$ cat config.mk
export PLATFORM = sky130hd
export DESIGN_NAME = id_ex_stage
export DESIGN_NICKNAME = d
export VERILOG_FILES = /design/src/rtl/cpu_pkg.sv /design/src/rtl/alu_ctrl_decode.sv /design/src/rtl/id_ex_stage.sv
export SDC_FILE = /design/constraint.sdc
export NUM_CORES = 1
export LEC_CHECK = 0
export ABC_AREA = 1
export CORE_UTILIZATION = 40
export DETAILED_ROUTE_END_ITERATION = 8
export GPL_ROUTABILITY_DRIVEN = 1
export PLACE_DENSITY = 0.81
export SKIP_LAST_GASP = 1
export SLEW_MARGIN = 10
export SYNTH_ARGS = -nofsm -noshare
export SYNTH_HDL_FRONTEND = slang
export SYNTH_SLANG_ARGS = --single-unit
$ cat constraint.sdc
create_clock -name clk_i -period 1.99 [get_ports clk_i]
set_clock_uncertainty 0.2 [all_clocks]
set_input_delay 0.398 -clock clk_i [delete_from_list [all_inputs] [get_ports clk_i]]
set_output_delay 0.398 -clock clk_i [all_outputs]
set_load 0.005 [all_outputs]
$ cat src/rtl/cpu_pkg.sv
// -----------------------------------------------------------------------------
// cpu_pkg
// Shared encodings for the integer pipeline:
//   - ALU_*   : 3-bit ALUCtrl codes consumed by the ALU
//   - ALUOP_* : 2-bit ALUOp class produced by the main decoder
//   - F7_*    : funct7 values that select the alternate and mul/div operations
//   - F3_*    : funct3 values recognised by the ALU control decoder
// No ports; imported with import cpu_pkg::*.
// -----------------------------------------------------------------------------
package cpu_pkg;

    // ALU operation codes
    localparam logic [2:0] ALU_AND  = 3'b000;
    localparam logic [2:0] ALU_XOR  = 3'b001;
    localparam logic [2:0] ALU_SLL  = 3'b010;
    localparam logic [2:0] ALU_ADD  = 3'b011;
    localparam logic [2:0] ALU_SUB  = 3'b100;
    localparam logic [2:0] ALU_MUL  = 3'b101;
    localparam logic [2:0] ALU_ADDI = 3'b110;
    localparam logic [2:0] ALU_SRAI = 3'b111;

    // ALUOp classes from the main decoder
    localparam logic [1:0] ALUOP_MEM    = 2'b00;
    localparam logic [1:0] ALUOP_BRANCH = 2'b01;
    localparam logic [1:0] ALUOP_RTYPE  = 2'b10;
    localparam logic [1:0] ALUOP_ITYPE  = 2'b11;

    // funct7 values
    localparam logic [6:0] F7_BASE   = 7'b0000000;
    localparam logic [6:0] F7_ALT    = 7'b0100000;
    localparam logic [6:0] F7_MULDIV = 7'b0000001;

    // funct3 values
    localparam logic [2:0] F3_ADD = 3'b000;
    localparam logic [2:0] F3_SLL = 3'b001;
    localparam logic [2:0] F3_XOR = 3'b100;
    localparam logic [2:0] F3_SR  = 3'b101;
    localparam logic [2:0] F3_AND = 3'b111;

endpackage

$ cat src/rtl/alu_ctrl_decode.sv
// -----------------------------------------------------------------------------
// alu_ctrl_decode
// Purely combinational ALU control decoder: {alu_op, funct7, funct3} -> ALUCtrl.
// Unrecognised encodings fall back to ADD and raise illegal.
// Ports:
//   alu_op   in  2   ALUOp class (mem / branch / R-type / I-type)
//   funct    in  10  {funct7, funct3}
//   alu_ctrl out 3   ALU operation code
//   illegal  out 1   encoding not supported
// -----------------------------------------------------------------------------
module alu_ctrl_decode
    import cpu_pkg::*;
(
    input  logic [1:0] alu_op,
    input  logic [9:0] funct,
    output logic [2:0] alu_ctrl,
    output logic       illegal
);

    logic [6:0] f7;
    logic [2:0] f3;

    assign f7 = funct[9:3];
    assign f3 = funct[2:0];

    always_comb begin
        alu_ctrl = ALU_ADD;
        illegal  = 1'b0;
        case (alu_op)
            ALUOP_MEM:    alu_ctrl = ALU_ADD;
            ALUOP_BRANCH: alu_ctrl = ALU_SUB;
            ALUOP_RTYPE: begin
                case (funct)
                    {F7_BASE,   F3_AND}: alu_ctrl = ALU_AND;
                    {F7_BASE,   F3_XOR}: alu_ctrl = ALU_XOR;
                    {F7_BASE,   F3_SLL}: alu_ctrl = ALU_SLL;
                    {F7_BASE,   F3_ADD}: alu_ctrl = ALU_ADD;
                    {F7_ALT,    F3_ADD}: alu_ctrl = ALU_SUB;
                    {F7_MULDIV, F3_ADD}: alu_ctrl = ALU_MUL;
                    default:             illegal  = 1'b1;
                endcase
            end
            default: begin
                // I-type: funct7 is immediate bits for ADDI, so only SRAI checks it
                if (f3 == F3_ADD) begin
                    alu_ctrl = ALU_ADDI;
                end else if ((f3 == F3_SR) && (f7 == F7_ALT)) begin
                    alu_ctrl = ALU_SRAI;
                end else begin
                    illegal = 1'b1;
                end
            end
        endcase
    end

endmodule

$ cat src/rtl/id_ex_stage.sv
// -----------------------------------------------------------------------------
// id_ex_stage
// ID/EX pipeline register. Captures decoded operands and control from ID,
// selects ALU operand B, registers the ALUCtrl code and reports load-use hazards
// combinationally back to ID.
// Update priority on posedge clk_i: rst_i > flush_i > stall_i > load.
// A bubble (reset, flush, or valid_i=0 on load) clears every registered field,
// which also leaves ALUCtrl_o = AND.
//
// Optional feature macro: ID_EX_FWD_EN
//   defined   : EX/MEM and MEM/WB forwarding ports exist; data1_o, data2_o (when
//               B is not an immediate) and rs2_data_o are forwarded, EX/MEM first.
//   undefined : forwarding ports are absent, outputs come straight from registers.
//
// Ports:
//   clk_i, rst_i, stall_i, flush_i, valid_i            control
//   rs1_data_i, rs2_data_i, imm_i                      operands from ID
//   rs1_addr_i, rs2_addr_i, rd_addr_i                  register addresses from ID
//   alu_op_i, alu_src_i, funct_i                       ALU decode inputs
//   reg_write_i, mem_read_i, mem_write_i, mem_to_reg_i control bits
//   ex_mem_*, mem_wb_*                                 forwarding sources (macro only)
//   data1_o, data2_o, ALUCtrl_o, rs2_data_o            EX datapath
//   rd_addr_o, rs1_addr_o, rs2_addr_o                  registered addresses
//   valid_o, illegal_o, reg_write_o, mem_read_o, mem_write_o, mem_to_reg_o
//   load_use_o                                         combinational stall request
// -----------------------------------------------------------------------------
module id_ex_stage
    import cpu_pkg::*;
#(
    parameter int XLEN    = 32,
    parameter int RADDR_W = 5
) (
    input  logic               clk_i,
    input  logic               rst_i,
    input  logic               stall_i,
    input  logic               flush_i,
    input  logic               valid_i,
    input  logic [XLEN-1:0]    rs1_data_i,
    input  logic [XLEN-1:0]    rs2_data_i,
    input  logic [XLEN-1:0]    imm_i,
    input  logic [RADDR_W-1:0] rs1_addr_i,
    input  logic [RADDR_W-1:0] rs2_addr_i,
    input  logic [RADDR_W-1:0] rd_addr_i,
    input  logic [1:0]         alu_op_i,
    input  logic               alu_src_i,
    input  logic [9:0]         funct_i,
    input  logic               reg_write_i,
    input  logic               mem_read_i,
    input  logic               mem_write_i,
    input  logic               mem_to_reg_i,
`ifdef ID_EX_FWD_EN
    input  logic [RADDR_W-1:0] ex_mem_rd_i,
    input  logic               ex_mem_wr_i,
    input  logic [XLEN-1:0]    ex_mem_data_i,
    input  logic [RADDR_W-1:0] mem_wb_rd_i,
    input  logic               mem_wb_wr_i,
    input  logic [XLEN-1:0]    mem_wb_data_i,
`endif
    output logic [XLEN-1:0]    data1_o,
    output logic [XLEN-1:0]    data2_o,
    output logic [2:0]         ALUCtrl_o,
    output logic [XLEN-1:0]    rs2_data_o,
    output logic [RADDR_W-1:0] rd_addr_o,
    output logic [RADDR_W-1:0] rs1_addr_o,
    output logic [RADDR_W-1:0] rs2_addr_o,
    output logic               valid_o,
    output logic               illegal_o,
    output logic               reg_write_o,
    output logic               mem_read_o,
    output logic               mem_write_o,
    output logic               mem_to_reg_o,
    output logic               load_use_o
);

    typedef struct packed {
        logic               valid;
        logic               illegal;
        logic               reg_write;
        logic               mem_read;
        logic               mem_write;
        logic               mem_to_reg;
`ifdef ID_EX_FWD_EN
        logic               b_is_imm;   // B came from the immediate, never forwarded
`endif
        logic [2:0]         alu_ctrl;
        logic [XLEN-1:0]    data1;
        logic [XLEN-1:0]    data2;
        logic [XLEN-1:0]    rs2_data;
        logic [RADDR_W-1:0] rd_addr;
        logic [RADDR_W-1:0] rs1_addr;
        logic [RADDR_W-1:0] rs2_addr;
    } stage_t;

    stage_t     stage_reg;
    stage_t     stage_next;
    stage_t     load_val;
    logic [2:0] dec_ctrl;
    logic       dec_illegal;
    logic       is_srai;

    alu_ctrl_decode u_alu_ctrl_decode (
        .alu_op   (alu_op_i),
        .funct    (funct_i),
        .alu_ctrl (dec_ctrl),
        .illegal  (dec_illegal)
    );

    assign is_srai = (dec_ctrl == ALU_SRAI);

    // Value captured on a normal load; a non-valid ID slot becomes a bubble
    always_comb begin
        load_val = '0;
        if (valid_i) begin
            load_val.valid      = 1'b1;
            load_val.illegal    = dec_illegal;
            load_val.alu_ctrl   = dec_ctrl;
            // an illegal instruction must not change architectural state
            load_val.reg_write  = reg_write_i & ~dec_illegal;
            load_val.mem_write  = mem_write_i & ~dec_illegal;
            load_val.mem_read   = mem_read_i;
            load_val.mem_to_reg = mem_to_reg_i;
`ifdef ID_EX_FWD_EN
            load_val.b_is_imm   = alu_src_i | is_srai;
`endif
            load_val.data1      = rs1_data_i;
            // SRAI only consumes the 5-bit shift amount; upper immediate bits carry funct7
            if (is_srai) begin
                load_val.data2 = {{(XLEN-5){1'b0}}, imm_i[4:0]};
            end else if (alu_src_i) begin
                load_val.data2 = imm_i;
            end else begin
                load_val.data2 = rs2_data_i;
            end
            load_val.rs2_data   = rs2_data_i;
            load_val.rd_addr    = rd_addr_i;
            load_val.rs1_addr   = rs1_addr_i;
            load_val.rs2_addr   = rs2_addr_i;
        end
    end

    always_comb begin
        stage_next = load_val;
        if (flush_i) begin
            stage_next = '0;
        end else if (stall_i) begin
            stage_next = stage_reg;
        end
    end

    always_ff @(posedge clk_i) begin
        if (rst_i) begin
            stage_reg <= '0;
        end else begin
            stage_reg <= stage_next;
        end
    end

    assign ALUCtrl_o    = stage_reg.alu_ctrl;
    assign rd_addr_o    = stage_reg.rd_addr;
    assign rs1_addr_o   = stage_reg.rs1_addr;
    assign rs2_addr_o   = stage_reg.rs2_addr;
    assign valid_o      = stage_reg.valid;
    assign illegal_o    = stage_reg.illegal;
    assign reg_write_o  = stage_reg.reg_write;
    assign mem_read_o   = stage_reg.mem_read;
    assign mem_write_o  = stage_reg.mem_write;
    assign mem_to_reg_o = stage_reg.mem_to_reg;

    // Load in EX whose destination is read by the instruction now in ID
    assign load_use_o = stage_reg.valid & stage_reg.mem_read
                      & (stage_reg.rd_addr != '0)
                      & ((stage_reg.rd_addr == rs1_addr_i) | (stage_reg.rd_addr == rs2_addr_i));

`ifdef ID_EX_FWD_EN
    // index 0: rs1 operand, index 1: rs2 operand
    logic [RADDR_W-1:0] src_addr [2];
    logic [XLEN-1:0]    src_val  [2];
    logic [XLEN-1:0]    fwd_val  [2];

    assign src_addr[0] = stage_reg.rs1_addr;
    assign src_addr[1] = stage_reg.rs2_addr;
    assign src_val[0]  = stage_reg.data1;
    assign src_val[1]  = stage_reg.rs2_data;

    genvar gi;
    generate
        for (gi = 0; gi < 2; gi++) begin : g_fwd
            logic ex_hit;
            logic wb_hit;
            // x0 is hard-wired zero, so it can never be a forwarding source
            assign ex_hit = ex_mem_wr_i && (ex_mem_rd_i != '0) && (ex_mem_rd_i == src_addr[gi]);
            assign wb_hit = mem_wb_wr_i && (mem_wb_rd_i != '0) && (mem_wb_rd_i == src_addr[gi]);
            assign fwd_val[gi] = ex_hit ? ex_mem_data_i :
                                 wb_hit ? mem_wb_data_i : src_val[gi];
        end
    endgenerate

    assign data1_o    = fwd_val[0];
    assign data2_o    = stage_reg.b_is_imm ? stage_reg.data2 : fwd_val[1];
    assign rs2_data_o = fwd_val[1];
`else
    assign data1_o    = stage_reg.data1;
    assign data2_o    = stage_reg.data2;
    assign rs2_data_o = stage_reg.rs2_data;
`endif

endmodule

==> reports/qor.yml <==
final_layout:
  diodes: 0
  syn2layout_area_growth_pct: 76.7
  stdcell_count: 1097
  drive_above_1_share: 0.180
  final_nets: 1049
  layout_commonest_cell: "clkdlybuf4s50_1"
  final_cell_mix: "234 x clkdlybuf4s50_1, 219 x nand2_1, 116 x a21oi_1"
  fin_area_um2: 8760
critical_path:
  rr_worst_depth: 3
  cp-end-kind: "primary output"
  crit_path_start: "rs2_addr_i[3]"
  worstSetupStartpointType: "input pin"
  critPathMaxFanout: 2
  crit_arrival_ps: 1620
  critPathRequiredTime_ps: 1390
  rrSetupSlack_ps: 990
  worstReg2RegEnd: "rd_addr_o[2]$_SDFFE_PP0N_"
  r2r_start: "rd_addr_o[2]$_SDFFE_PP0N_"
  crit_type: "in -> out"
  endpoint: "load_use_o"
synthesis:
  synth_top_area_frac: 0.485
  synth_area_um2: 4950
  syn_inst: 655
  synth_nets: 788
  yosysUniqueCellTypes: 29
  synth_top_cell_by_area: "dfxtp_1"
  synth.avg_cell_area_um2: 7.56
  ys_warn_count: 0
  yosysSeqAreaShare: 0.485
  synth-seq-cells: 120
  synthTopCellsByArea: "dfxtp_1 48%, nand2_1 17%, a21oi_1 12%"
clock_tree:
  clk_latency_ps: 400
  cts_root_buf: "clkbuf_16"
  clock_sinks: 120
  cts_tree: "done"
  clk_path_buf_depth: 2
  numCtsBuffers: 17
  clk_pin_slew_ps: 50
  cts-htree-levels: 4
placement:
  io_buffers: 253
  dp_hpwl_um: 10900
  placedInstanceArea_um2: 7810
  dp.cells: 1055
  gp_congestion: 0.820
timing:
  drv_slew: 0
  fin_ws_ps: -231
  rsz0062_at_grt: "yes"
  fmax_mhz: 450
  fin_crit_sh: 1.12
  timing.final.crit_period_ps: 2220
  relSlewSlack: 0.636
  hold_viol: 0
  tightest_slew_ps: 547
  setup_viol: 1
  hold_ws_ps: 221
drt:
  drcViolationCount: 0
  dr_total_vias: 5392
  wl_per_cell_um: 15.4
  ant_nets: 0
  first_iter_violations: 310
  totalWireLength_um: 16900
  drtPass1Iterations: 4
  avgViaCountPerCell: 4.92
grt:
  grt_max_degree: 121
  grt_pass1_wl_um: 25600
  globalRouteOverflowTotal: 0
  antenna_found_initial: 0
  grt_pass1_vias: 5180
  grt_util_all_layers: 0.256
floorplanning:
  die_height_um: 113
  dieWidth_um: 113
  initial_core_util: 0.411
  coreArea_um2: 12100
  die_area_um2: 12800
  num_rows: 40
  pin_count: 254
power_and_ir_drop:
  sequentialPowerShare: 0.397
  internal_power_mw: 4.79
  p_clk_frac: 0.460
  power_per_cell_area_nw_per_um2: 714
  p_sw_frac: 0.233
  p_leak_nw: 3.17
  ir_drop_v: 0.000495
  p_sw_mw: 1.46
  comb_power_share: 0.143
hold_path:
  hold_class: "in -> reg"
outcome:
  violations: "negative setup slack"
  status: "finished, violations left"
run:
  maxCapViolCount: 0
## worst min path at each step
stage,startpoint,endpoint,slack (ps),cells past startpoint
4_1_cts,rs2_addr_i[0],rs2_addr_o[0]$_SDFFE_PP0N_,200,3
2_1_floorplan,data2_o[27]$_SDFFE_PP0N_,data2_o[27]$_SDFFE_PP0N_,250,2
5_1_grt,rs2_addr_i[0],rs2_addr_o[0]$_SDFFE_PP0N_,230,3
3_3_place_gp,data2_o[27]$_SDFFE_PP0N_,data2_o[27]$_SDFFE_PP0N_,240,2
6_report,rs2_addr_i[0],rs2_addr_o[0]$_SDFFE_PP0N_,220,3
3_5_place_dp,data2_o[28]$_SDFFE_PP0N_,data2_o[28]$_SDFFE_PP0N_,250,2
## routing by layer
| layer | global-route usage | share of wire | vias up |
|---|---|---|---|
| met5 | 0 | 0 | - |
| met4 | 0.0965 | 0.017 | 0 |
| met3 | 0.104 | 0.087 | 26 |
| met2 | 0.458 | 0.50 | 200 |
| met1 | 0.269 | 0.40 | 2489 |
| li1 | - | - | 2677 |
## area by class of cell
class / instances / area (µm²)
Fill cell: 898 / 3310
Timing Repair Buffer: 290 / 2980
Multi-Input combinational cell: 464 / 2500
Sequential cell: 120 / 2410
Clock buffer: 24 / 492
Tap cell: 168 / 210
Inverter: 23 / 88.8
Clock inverter: 8 / 70.1
## cells by family after synthesis
| kind of cell | share of synthesized area |
|---|---|
| simple gates | 0.261 |
| compound gates | 0.177 |
| flops | 0.485 |
| buf+inv | 0.0593 |
| xor+xnor | 0.0177 |
## power by group through the flow
stage	logic [mW]	registers [mW]	clock network, mW
5_1_grt	0.960	2.48	3.04
6_report	0.892	2.48	2.87
3_5_place_dp	0.794	2.53	0
2_1_floorplan	0.289	2.54	0
3_3_place_gp	0.788	2.53	0
4_1_cts	0.832	2.48	2.93
## cell usage after synthesis (all sizes together)
master,instances
nand2,230
nor3,1
a21oi,121
or2,28
xor2,4
a211oi,1
o21ai,1
a31o,1
xnor2,6
dfxtp,120
nand3,14
o2111ai,27
a221oi,1
buf,8
nor2,27
nand4,2
inv,23
clkbuf,40
## critical path, stage by stage
cell and delay [ps]:
clkdlybuf4s50_1 430, xor2_1 150, nor2_1 120, nand4_1 110
a221oi_2 260, buf_2 160
## what timing repair did
item | CTS | global route
pin swaps | 21 | 30
resized for setup | 50 | 57
cloned | 2 | 2
buffers inserted | 2 | 6
setup endpoints to repair | 26 | 34
hold buffers | 0 | 0
## through the flow
stage	power [mW]	TNS [ps]	utilization	setup slack [ps]
2_1_floorplan	2.83	0	-	172
3_3_place_gp	3.32	-15370	0.648	-761
3_5_place_dp	3.33	-16070	0.648	-761
4_1_cts	6.24	-235	0.706	-224
5_1_grt	6.49	-354	0.726	-257
6_report	6.25	-231	0.726	-231
## state kept, by name, indices dropped and copies added (netlist names), 3 cells and up
| register | flops |
|---|---|
| ALUCtrl_o | 3 |
| data1_o | 32 |
| data2_o | 32 |
| rd_addr_o | 5 |
| rs1_addr_o | 5 |
| rs2_addr_o | 5 |
| rs2_data_o | 32 |
No activity file was read; power rests on OpenSTA's default activity.
